--- config.mk ---
export PLATFORM = sky130hd
export DESIGN_NAME = uart_rx
export DESIGN_NICKNAME = d
export VERILOG_FILES = /design/src/rtl/uart_rx.sv
export SDC_FILE = /design/constraint.sdc
export NUM_CORES = 1
export LEC_CHECK = 0
export ABC_AREA = 1
export CORE_UTILIZATION = 35
export DETAILED_ROUTE_END_ITERATION = 6
export PLACE_DENSITY = 0.62
export SYNTH_ARGS = -nofsm -noshare
export SYNTH_HDL_FRONTEND = slang
export SYNTH_SLANG_ARGS = --single-unit
--- constraint.sdc ---
create_clock -name clk -period 1.6 [get_ports clk]
set_clock_uncertainty 0.05 [all_clocks]
set_input_delay 0.32 -clock clk [delete_from_list [all_inputs] [get_ports clk]]
set_output_delay 0.32 -clock clk [all_outputs]
set_load 0.02 [all_outputs]
--- src/rtl/uart_rx.sv ---
// UART receiver: 8 data bits LSB first, optional even parity, one stop bit.
// Input is double-synchronised and sampled mid-bit; valid/error are one-cycle pulses.
module uart_rx #(
   parameter int CLKS_PER_BIT = 8,
   parameter int PARITY_EN    = 1
) (
   input  logic       clk,
   input  logic       reset,
   input  logic       rx_serial,
   output logic [7:0] data_out,
   output logic       valid,
   output logic       error,
   output logic       RX_active
);
   localparam int CW = $clog2(CLKS_PER_BIT);
   localparam logic [CW-1:0] HALF_LAST = CW'(CLKS_PER_BIT / 2 - 1);
   localparam logic [CW-1:0] BIT_LAST  = CW'(CLKS_PER_BIT - 1);
   localparam logic [CW-1:0] CNT_ONE   = CW'(1);

   typedef enum logic [2:0] {
      IDLE   = 3'd0,
      START  = 3'd1,
      DATA   = 3'd2,
      PARITY = 3'd3,
      STOP   = 3'd4,
      BREAK  = 3'd5
   } state_t;

   state_t        state_q;
   logic          rx_meta_q;
   logic          rx_s_q;
   logic [CW-1:0] cnt_q;
   logic [2:0]    bit_idx_q;
   logic [7:0]    shift_q;
   logic [7:0]    data_q;
   logic          par_q;
   logic          valid_q;
   logic          error_q;
   logic          active_q;
   logic [7:0]    shift_d;
   logic          par_fail_d;
   logic          cnt_done_d;

   function automatic logic even_parity_fail(input logic [7:0] d, input logic p);
      return ^{d, p};
   endfunction

   // Mid-bit sample helpers: shifted byte, end of bit period, parity verdict.
   always_comb begin
      shift_d    = {rx_s_q, shift_q[7:1]};
      cnt_done_d = (cnt_q == BIT_LAST);
      if (PARITY_EN != 0) begin
         par_fail_d = even_parity_fail(shift_q, par_q);
      end else begin
         par_fail_d = 1'b0;
      end
   end

   // Two-flop synchroniser; resets to the idle line level.
   always_ff @(posedge clk or posedge reset) begin
      if (reset) begin
         rx_meta_q <= 1'b1;
         rx_s_q    <= 1'b1;
      end else begin
         rx_meta_q <= rx_serial;
         rx_s_q    <= rx_meta_q;
      end
   end

   // Frame FSM with registered data, pulse and activity outputs.
   always_ff @(posedge clk or posedge reset) begin
      if (reset) begin
         state_q   <= IDLE;
         cnt_q     <= '0;
         bit_idx_q <= 3'd0;
         shift_q   <= 8'h00;
         data_q    <= 8'h00;
         par_q     <= 1'b0;
         valid_q   <= 1'b0;
         error_q   <= 1'b0;
         active_q  <= 1'b0;
      end else begin
         valid_q <= 1'b0;
         error_q <= 1'b0;
         case (state_q)
            IDLE: begin
               cnt_q     <= '0;
               bit_idx_q <= 3'd0;
               if (!rx_s_q) begin
                  state_q  <= START;
                  active_q <= 1'b1;
               end
            end
            START: begin
               if (cnt_q == HALF_LAST) begin
                  cnt_q <= '0;
                  if (rx_s_q) begin
                     state_q  <= IDLE;
                     active_q <= 1'b0;
                  end else begin
                     state_q <= DATA;
                  end
               end else begin
                  cnt_q <= cnt_q + CNT_ONE;
               end
            end
            DATA: begin
               if (cnt_done_d) begin
                  cnt_q     <= '0;
                  shift_q   <= shift_d;
                  bit_idx_q <= bit_idx_q + 3'd1;
                  if (bit_idx_q == 3'd7) begin
                     if (PARITY_EN != 0) begin
                        state_q <= PARITY;
                     end else begin
                        state_q <= STOP;
                     end
                  end
               end else begin
                  cnt_q <= cnt_q + CNT_ONE;
               end
            end
            PARITY: begin
               if (cnt_done_d) begin
                  cnt_q   <= '0;
                  par_q   <= rx_s_q;
                  state_q <= STOP;
               end else begin
                  cnt_q <= cnt_q + CNT_ONE;
               end
            end
            STOP: begin
               if (cnt_done_d) begin
                  cnt_q    <= '0;
                  active_q <= 1'b0;
                  // A low stop bit wins over a parity failure: single error, then wait out the break.
                  if (!rx_s_q) begin
                     error_q <= 1'b1;
                     state_q <= BREAK;
                  end else if (par_fail_d) begin
                     error_q <= 1'b1;
                     state_q <= IDLE;
                  end else begin
                     valid_q <= 1'b1;
                     data_q  <= shift_q;
                     state_q <= IDLE;
                  end
               end else begin
                  cnt_q <= cnt_q + CNT_ONE;
               end
            end
            BREAK: begin
               if (rx_s_q) begin
                  state_q <= IDLE;
               end else begin
                  state_q <= BREAK;
               end
            end
            default: begin
               state_q  <= IDLE;
               active_q <= 1'b0;
            end
         endcase
      end
   end

   assign data_out  = data_q;
   assign valid     = valid_q;
   assign error     = error_q;
   assign RX_active = active_q;
endmodule

==> flow_summary.json, run 1 <==
{
  "outcome": "finished, final reports clean",
  "yosysTopAreaCell": "dfrtp_1",
  "ant_nets": 0,
  "seq_area_frac_synth_pct": 45.47,
  "synth_warnings": 0,
  "ctsHoldBuffers": 0,
  "vias": 1462,
  "synth_compound_area_share_pct": 6.725,
  "post-route-period-util_pct": 97.70,
  "async_reset_ff_share_pct": 100.0,
  "pwr_density_cell_nw_per_um2": 1358,
  "synth_fa_ha_area_share_pct": 5.117,
  "antenna_cells": 0,
  "syn_nets": 233,
  "required_ps": 1230,
  "synth-seq-cells": 31,
  "dp.cells": 307,
  "nets": 264,
  "clk_pin_slew_ps": 70,
  "critPathLaunchType": "flip-flop",
  "synth-edff-count": 0,
  "drc": 0,
  "netlist_area_um2": 1712,
  "die_h_um": 71.93,
  "cp_max_fo": 1,
  "yosys.area_share.simple_pct": 34.50,
  "clk_path_buf_depth": 2,
  "area_growth_syn_to_layout_pct": 27.27,
  "maxCapViolations": 0,
  "slew_viol_final": 0,
  "fill_cells": 467,
  "hpwl_um": 2449,
  "rr_endpoint": "data_out[6]",
  "die_area_um2": 5174,
  "relSlewSlack_pct": 80.50,
  "antenna_found_initial": 0,
  "total_power_w": 0.002958,
  "final_util_pct": 46.12,
  "cts-root-buf": "clkbuf_8",
  "fin_crit_ps": 1563,
  "multi_input_area_um2": 892.1,
  "avgSynthCellArea_um2": 7.676,
  "final_cells": 322,
  "synth_xor_xnor_area_share_pct": 0.5117,
  "finalSetupViolCount": 0,
  "yosys-top-cells-count": "nand2_1 (80), dfrtp_1 (29), inv_1 (22)",
  "reg2reg_slack_ps": 70,
  "grt_max_degree": 19,
  "r2r_start": "cnt_q[1]",
  "fp-row-count": 25,
  "routed_wl_um": 3473,
  "grt_first_pass_wirelength_um": 5899,
  "worst-r2r-cell-count": 7,
  "clk_latency_ps": 280,
  "grt.overflow.total": 0,
  "final_hold_viol_count": 0,
  "synth_top_area_share_pct": 42.40,
  "synth.distinct_cells": 26,
  "worst_pin_slew_ps": 292.5,
  "ctsHtreeMaxLevel": 2,
  "drive_gt1_share_pct": 24.71,
  "io_pins": 14,
  "slowest_stage": "clkdlybuf4s50_1",
  "path_class": "reg -> out",
  "netlist_top_cells_area": "dfrtp_1 (42%), nand2_1 (18%), ha_1 (5.1%)",
  "synth-main-ff-cell": "dfrtp_1",
  "start_util_pct": 36.24,
  "grt_usage_pct": 14.72,
  "path_buf_inv": 1,
  "yosysMostFrequentCell": "nand2_1",
  "drt_iter0_drc": 68,
  "p_leak_nw": 1.164,
  "hp-class": "in -> async",
  "cts_made_buffers": 5,
  "fmax_mhz": 639.7,
  "grt_pass1_vias": 1369,
  "cp_cell_sequence": "clkdlybuf4s50_1",
  "viasPerCell": 4.540,
  "final-seq-area_um2": 785.8,
  "vdd_drop_max_mv": 1.197,
  "synthMuxAreaShare_pct": 0,
  "rsz0062_at_grt": "yes",
  "postSynthCellCount": 223,
  "core_um2": 4723,
  "cp.arrival_ps": 1190,
  "cp_top_family": "buffers and inverters",
  "cpPeakStageDelay_ps": 590,
  "wl_per_cell_um": 10.79,
  "cp-end-kind": "output port",
  "port_buffers": 13,
  "cts_tree": "done",
  "gp_congestion": 0.8452,
  "detail_route.first_pass.iterations": 4,
  "dieWidth_um": 71.93,
  "clock-sinks": 31,
  "synth_top_family_by_area": "simple AND/OR/NAND/NOR gates"
}
[routing by layer]
layer  global-route usage [%]  share of wire [%]
met5                        0                  0
met4                    5.229                1.3
met3                    3.750                2.6
met2                    25.79                 49
met1                    17.53                 47
[placed cells by master, fill, tap and decap left out, types with 2 or more instances in the layout]
master,count
dfrtp_1,23
dlygate4sd2_1,9
dfrtp_2,6
inv_2,9
inv_1,21
o21ai_1,10
nand3_1,8
ha_4,3
nand2_1,78
clkinv_2,3
ha_1,3
nand3_2,2
nor2_2,5
dfstp_2,2
o21ai_0,6
clkbuf_8,5
clkdlybuf4s50_1,4
nand2_2,6
nor2_1,10
a21oi_1,4
nand4_1,9
nor3_2,2
buf_4,13
nor3_1,2
[cell type report]
| cell class | count | share of cell area, % |
|---|---|---|
| clock buffer | 5 | 3.159 |
| clock inverter | 3 | 0.6893 |
| inverter | 31 | 5.342 |
| multi-input combinational | 159 | 40.95 |
| sequential | 31 | 36.07 |
| tap | 67 | 3.848 |
| timing repair buffer | 26 | 9.937 |
[flip-flops by register name, indices dropped and copies added (netlist names)]
name       flops
cnt_q          3
rx_meta_q      1
shift_q        8
RX_active      1
valid          1
rx_s_q         1
par_q          1
state_q        3
bit_idx_q      3
data_out       8
error          1
[power breakdown]
group	switching, W	internal, W	leakage [nW]
Combinational	0.000774	0.000497	0.714
Clock	0.000300	0.000297	0.0477
Sequential	0.000168	0.000922	0.402
[metrics by stage]
| step | area (µm²) | hold slack, ps | setup TNS [ps] | worst slack (ps) |
|---|---|---|---|---|
| floorplan | 1712 | 274.5 | 0 | 33.31 |
| global placement | 1963 | 297.7 | -3.132 | -3.132 |
| detailed placement | 1963 | 304.8 | -4.329 | -4.329 |
| CTS | 2038 | 296.0 | 0 | 7.010 |
| global route | 2178 | 316.7 | -200.5 | -40.27 |
| finish | 2178 | 291.7 | 0 | 36.81 |
[worst max-delay path by stage]
stage          cells past startpoint    endpoint          from
6_report                           1       error         error
3_5_place_dp                       9  state_q[0]      cnt_q[1]
4_1_cts                            9  state_q[0]      cnt_q[1]
5_1_grt                            9  state_q[0]  bit_idx_q[1]
2_1_floorplan                      9  state_q[0]      cnt_q[0]
3_3_place_gp                       9  state_q[0]      cnt_q[0]
[repair_timing]
action / in CTS / in global routing
setup endpoints to repair: 13 / 19
resized for setup: 11 / 23
buffers inserted: 0 / 6
pin swaps: 0 / 6
cloned: 0 / 1
[kinds of logic (layout without fill, tap and decap cells)]
kind of cell | after synthesis | in the layout
and+or+nand+nor | 128 | 129
buffers and inverters | 34 | 65
DFF | 31 | 31
AOI/OAI and AO/OA | 22 | 22
adders and majority gates | 7 | 7
xor gates and xnor gates | 1 | 1
No activity file was read; power rests on OpenSTA's default activity.
==> run 2, diff against run 1 <==
--- a/config.mk
+++ b/config.mk
@@ -8,7 +8,8 @@
 export ABC_AREA = 1
 export CORE_UTILIZATION = 35
 export DETAILED_ROUTE_END_ITERATION = 6
-export PLACE_DENSITY = 0.62
+export DONT_BUFFER_PORTS = 1
+export PLACE_DENSITY = 0.58
 export SYNTH_ARGS = -nofsm -noshare
 export SYNTH_HDL_FRONTEND = slang
 export SYNTH_SLANG_ARGS = --single-unit
==> flow_summary.json, run 2 (synthesized netlist as in run 1, its figures left out) <==
{
  "cts-root-buf": "clkbuf_8",
  "outcome": "finished, violations left",
  "pwr_density_cell_nw_per_um2": 1535,
  "vdd_drop_max_mv": 0.8912,
  "dp.cells": 296,
  "ant_nets": 0,
  "post-route-period-util_pct": 97.02,
  "vias": 1512,
  "cts_made_buffers": 5,
  "start_util_pct": 36.24,
  "fill_cells": 452,
  "final_common_cell": "nand2_1",
  "ctsHtreeMaxLevel": 2,
  "cp-end-kind": "flip-flop",
  "hp-class": "reg -> reg",
  "violations": "design-rule violations",
  "finalSetupViolCount": 0,
  "io_pins": 14,
  "wl_per_cell_um": 11.70,
  "relSlewSlack_pct": 73.18,
  "grt_first_pass_wirelength_um": 5899,
  "grt_usage_pct": 14.89,
  "final_hold_viol_count": 0,
  "required_ps": 1720,
  "final_cell_mix": "nand2_1 (74), dfrtp_1 (23), inv_1 (19)",
  "grt_max_degree": 32,
  "worst-r2r-cell-count": 9,
  "cts_tree": "done",
  "drive_gt1_share_pct": 30.77,
  "final_util_pct": 45.88,
  "grt_pass1_vias": 1409,
  "clock-sinks": 31,
  "whs_path_depth": 0,
  "viasPerCell": 4.815,
  "worst_pin_slew_ps": 402.4,
  "slew_viol_final": 0,
  "grt.overflow.total": 0,
  "fin_crit_ps": 1552,
  "maxCapViolations": 0,
  "drt_iter0_drc": 51,
  "core_um2": 4723,
  "area_growth_syn_to_layout_pct": 26.61,
  "final-seq-area_um2": 785.8,
  "final_cells": 314,
  "dieWidth_um": 71.93,
  "multi_input_area_um2": 923.4,
  "antenna_cells": 0,
  "detail_route.first_pass.iterations": 6,
  "fmax_mhz": 644.2,
  "routed_wl_um": 3675,
  "antenna_found_initial": 0,
  "drc": 2,
  "cp_max_fo": 4,
  "clk_latency_ps": 280,
  "hpwl_um": 2404,
  "die_area_um2": 5174,
  "gp_congestion": 0.8074,
  "cp.arrival_ps": 1670,
  "clk_pin_slew_ps": 60,
  "critPathLaunchType": "flip-flop",
  "path_class": "reg -> reg",
  "nets": 256,
  "die_h_um": 71.93,
  "clk_path_buf_depth": 2,
  "port_buffers": 0,
  "fp-row-count": 25,
  "p_leak_nw": 1.091,
  "rsz0062_at_grt": "yes"
}
-- run 2: cell count changes in the layout (fill, tap and decap cells not counted), sizes merged --
cell | before | now
clkinv | 4 | 2
buf | 13 | 16
clkbuf | 5 | 6
bufinv | 0 | 1
clkdlybuf4s50 | 4 | 0
dlygate4sd2 | 9 | 0
dlygate4sd3 | 0 | 2
-- run 2: final cells by class --
cell class	count	area share, %
Multi-Input combinational cell	159	42.61
Tap cell	67	3.868
Clock buffer	6	3.811
Inverter	31	5.370
Timing Repair Buffer	18	6.466
Sequential cell	31	36.26
Clock inverter	2	1.617
-- run 2: repair_timing --
item / CTS / global route
buffers inserted: 0 / 7
pin swaps: 0 / 12
gates cloned: 0 / 1
hold buffers: 2 / 0
gates resized for setup: 2 / 33
hold endpoints to repair: 30 / 0
endpoints found under the setup margin: 1 / 13
-- run 2: path summary, 6_finish.rpt --
kind                                   start         end  slack, ps
worst max-delay path            bit_idx_q[1]  state_q[0]         50
worst min-delay path               rx_meta_q      rx_s_q        310
worst max register to register  bit_idx_q[1]  state_q[0]         50
worst min register to register     rx_meta_q      rx_s_q        310
max in group asynchronous              reset      rx_s_q        670
min in group asynchronous              reset  state_q[1]        510
-- run 2: critical path, cell delays in order (launching register included) --
cell and delay [ps]:
dfrtp_1 360, ha_2 210, ha_4 130, nor2_2 30, nor2_2 100, nor2_1 50, nor2_1 120, nand3_2 130
nor3b_2 200, a21oi_1 60
-- run 2: power by group --
part           leakage [nW]  internal [W]  total, W  switching (W)
sequential            0.402      0.000922   0.00111       0.000189
clock                0.0612      0.000504  0.000805       0.000301
combinational         0.628      0.000577   0.00141       0.000834
total                  1.09       0.00200   0.00333        0.00132
-- run 2: routing by layer --
layer	global-route usage [%]	up-vias	part of all wire [%]	wire length (µm)
met4	7.407	0	1.6	58
met2	26.00	30	53	1939
met3	4.028	7	2.4	90
met5	0	-	0	0
li1	-	757	-	-
met1	16.77	718	43	1587
-- run 2: metrics by stage --
stage	total power (W)	instance area, µm²	hold slack [ps]	setup TNS (ps)	setup slack [ps]
3_3_place_gp	0.002213	1848	269.3	0	47.99
2_1_floorplan	0.001927	1712	274.5	0	33.31
3_5_place_dp	0.002224	1848	271.4	-12.25	-12.25
4_1_cts	0.003060	1993	308.5	0	7.981
6_report	0.003327	2167	307.2	0	47.65
5_1_grt	0.003579	2167	313.2	-187.3	-32.26
==> run 3, diff against run 2 <==
==> constraint.sdc (replaced) <==
create_clock -name clk -period 1.6 [get_ports clk]
set_clock_uncertainty 0.05 [all_clocks]
set_input_delay 0.32 -clock clk [delete_from_list [all_inputs] [get_ports clk]]
set_output_delay 0.32 -clock clk [all_outputs]
set_load 0.05 [all_outputs]
==> flow_summary.json, run 3 (synthesized netlist as in run 1, its figures left out) <==
{
  "outcome": "finished, final reports clean",
  "worst_pin_slew_ps": 493.7,
  "finalWorstSetupSlack_ps": 14.48,
  "gp_congestion": 0.8591,
  "hpwl_um": 2425,
  "drc": 0,
  "fp-row-count": 25,
  "combPwrFrac_pct": 39.4,
  "path_class": "reg -> reg",
  "drive_gt1_share_pct": 21.90,
  "viasPerCell": 4.618,
  "cts-root-buf": "clkbuf_8",
  "final_util_pct": 44.05,
  "post-route-period-util_pct": 99.10,
  "worst_hold_startpoint": "rx_meta_q",
  "cp-end-kind": "flip-flop",
  "clock-sinks": 31,
  "grt_max_degree": 32,
  "core_um2": 4723,
  "cp_max_fo": 4,
  "fin_crit_ps": 1586,
  "wl_per_cell_um": 11.41,
  "rsz0062_at_grt": "yes",
  "place_ws_ps": -55.70,
  "final_hold_viol_count": 0,
  "clk_pin_slew_ps": 70,
  "die_h_um": 71.93,
  "ant_nets": 0,
  "vdd_drop_max_mv": 0.7763,
  "die_area_um2": 5174,
  "switchingPower_w": 0.001278,
  "dp.cells": 296,
  "pwr_density_cell_nw_per_um2": 1545,
  "slew_viol_final": 0,
  "cp.arrival_ps": 1710,
  "antenna_found_initial": 0,
  "p_leak_nw": 1.072,
  "cts_tree": "done",
  "p_int_w": 0.001937,
  "routed_wl_um": 3526,
  "final_cells": 309,
  "port_buffers": 0,
  "clk_latency_ps": 290,
  "p_clk_share_pct": 25.0,
  "io_pins": 14,
  "startpoint": "cnt_q[1]",
  "maxCapViolations": 0,
  "dieWidth_um": 71.93,
  "drt_iter0_drc": 98,
  "total_power_w": 0.003215,
  "relSlewSlack_pct": 67.09,
  "grt_usage_pct": 14.86,
  "finalSetupViolCount": 0,
  "r2r_start": "cnt_q[1]",
  "final_common_cell": "nand2_1",
  "seqPwrFrac_pct": 35.6,
  "antenna_cells": 0,
  "vias": 1427,
  "hp-class": "reg -> reg",
  "grt_first_pass_wirelength_um": 5699,
  "clk_path_buf_depth": 2,
  "grt.overflow.total": 0,
  "grt_pass1_vias": 1266,
  "detail_route.first_pass.iterations": 4,
  "final_cell_mix": "nand2_1 (80), dfrtp_1 (27), inv_1 (21)",
  "required_ps": 1730,
  "nets": 251,
  "critPathLaunchType": "flip-flop",
  "switching_share_pct": 39.76,
  "area_growth_syn_to_layout_pct": 21.56,
  "fmax_mhz": 630.7,
  "cts_made_buffers": 5,
  "ctsHtreeMaxLevel": 2,
  "start_util_pct": 36.24
}
[run 3: area by class of cell]
type / instances / area, µm²
inverter: 31 / 116.4
clock inverter: 2 / 35.03
multi-input combinational: 158 / 872.1
tap: 67 / 83.83
clock buffer: 6 / 82.58
timing repair buffer: 14 / 110.1
fill: 455 / 2643
sequential: 31 / 780.7
[run 3: final timing paths]
check	to	slack [ps]	cells past startpoint
min in group asynchronous	state_q[0]	500	3
setup reg to reg	state_q[0]	10	9
hold reg to reg	rx_s_q	310	0
hold / removal	rx_s_q	310	0
setup / recovery	state_q[0]	10	9
max in group asynchronous	rx_s_q	680	3
[run 3: timing repair]
item,4_1_cts,5_1_grt
resized for setup,5,12
hold endpoints to repair,30,0
hold buffers,2,0
pin swaps,0,8
endpoints found under the setup margin,3,12
buffers inserted,0,3
[run 3: routing by layer]
layer  routed length, µm  vias to the layer above  global-route usage (%)  part of all wire, %
met4                  16                        0                   5.229                 0.45
met5                   0                        -                       0                    0
met3                 134                        2                   6.389                  3.8
met2                1737                       29                   25.05                   49
met1                1638                      648                   16.86                   46
li1                    -                      748                       -                    -
[run 3: metrics by stage]
step / area (µm²) / setup TNS, ps / hold WS (ps)
3_5_place_dp: 1848 / -65.25 / 270.6
2_1_floorplan: 1712 / 0 / 274.5
6_report: 2081 / 0 / 308.1
3_3_place_gp: 1848 / -11.20 / 265.4
5_1_grt: 2081 / -641.0 / 313.5
4_1_cts: 2013 / 0 / 308.8
[run 3: power groups by stage]
stage | Sequential (W) | Combinational, W | Clock (W)
2_1_floorplan | 0.00108 | 0.000876 | 0
3_3_place_gp | 0.00113 | 0.00111 | 0
3_5_place_dp | 0.00113 | 0.00113 | 0
4_1_cts | 0.00113 | 0.00119 | 0.000827
5_1_grt | 0.00116 | 0.00142 | 0.000870
6_report | 0.00114 | 0.00127 | 0.000804
[run 3: worst max-delay path: stages, from the launching register on]
cell     delay, ps
dfrtp_1        400
ha_4           180
ha_4           130
inv_2           30
nor2_1         100
nor2_1          70
nor2_1         140
nand3_2        130
nor3b_2        200
a21oi_1         60
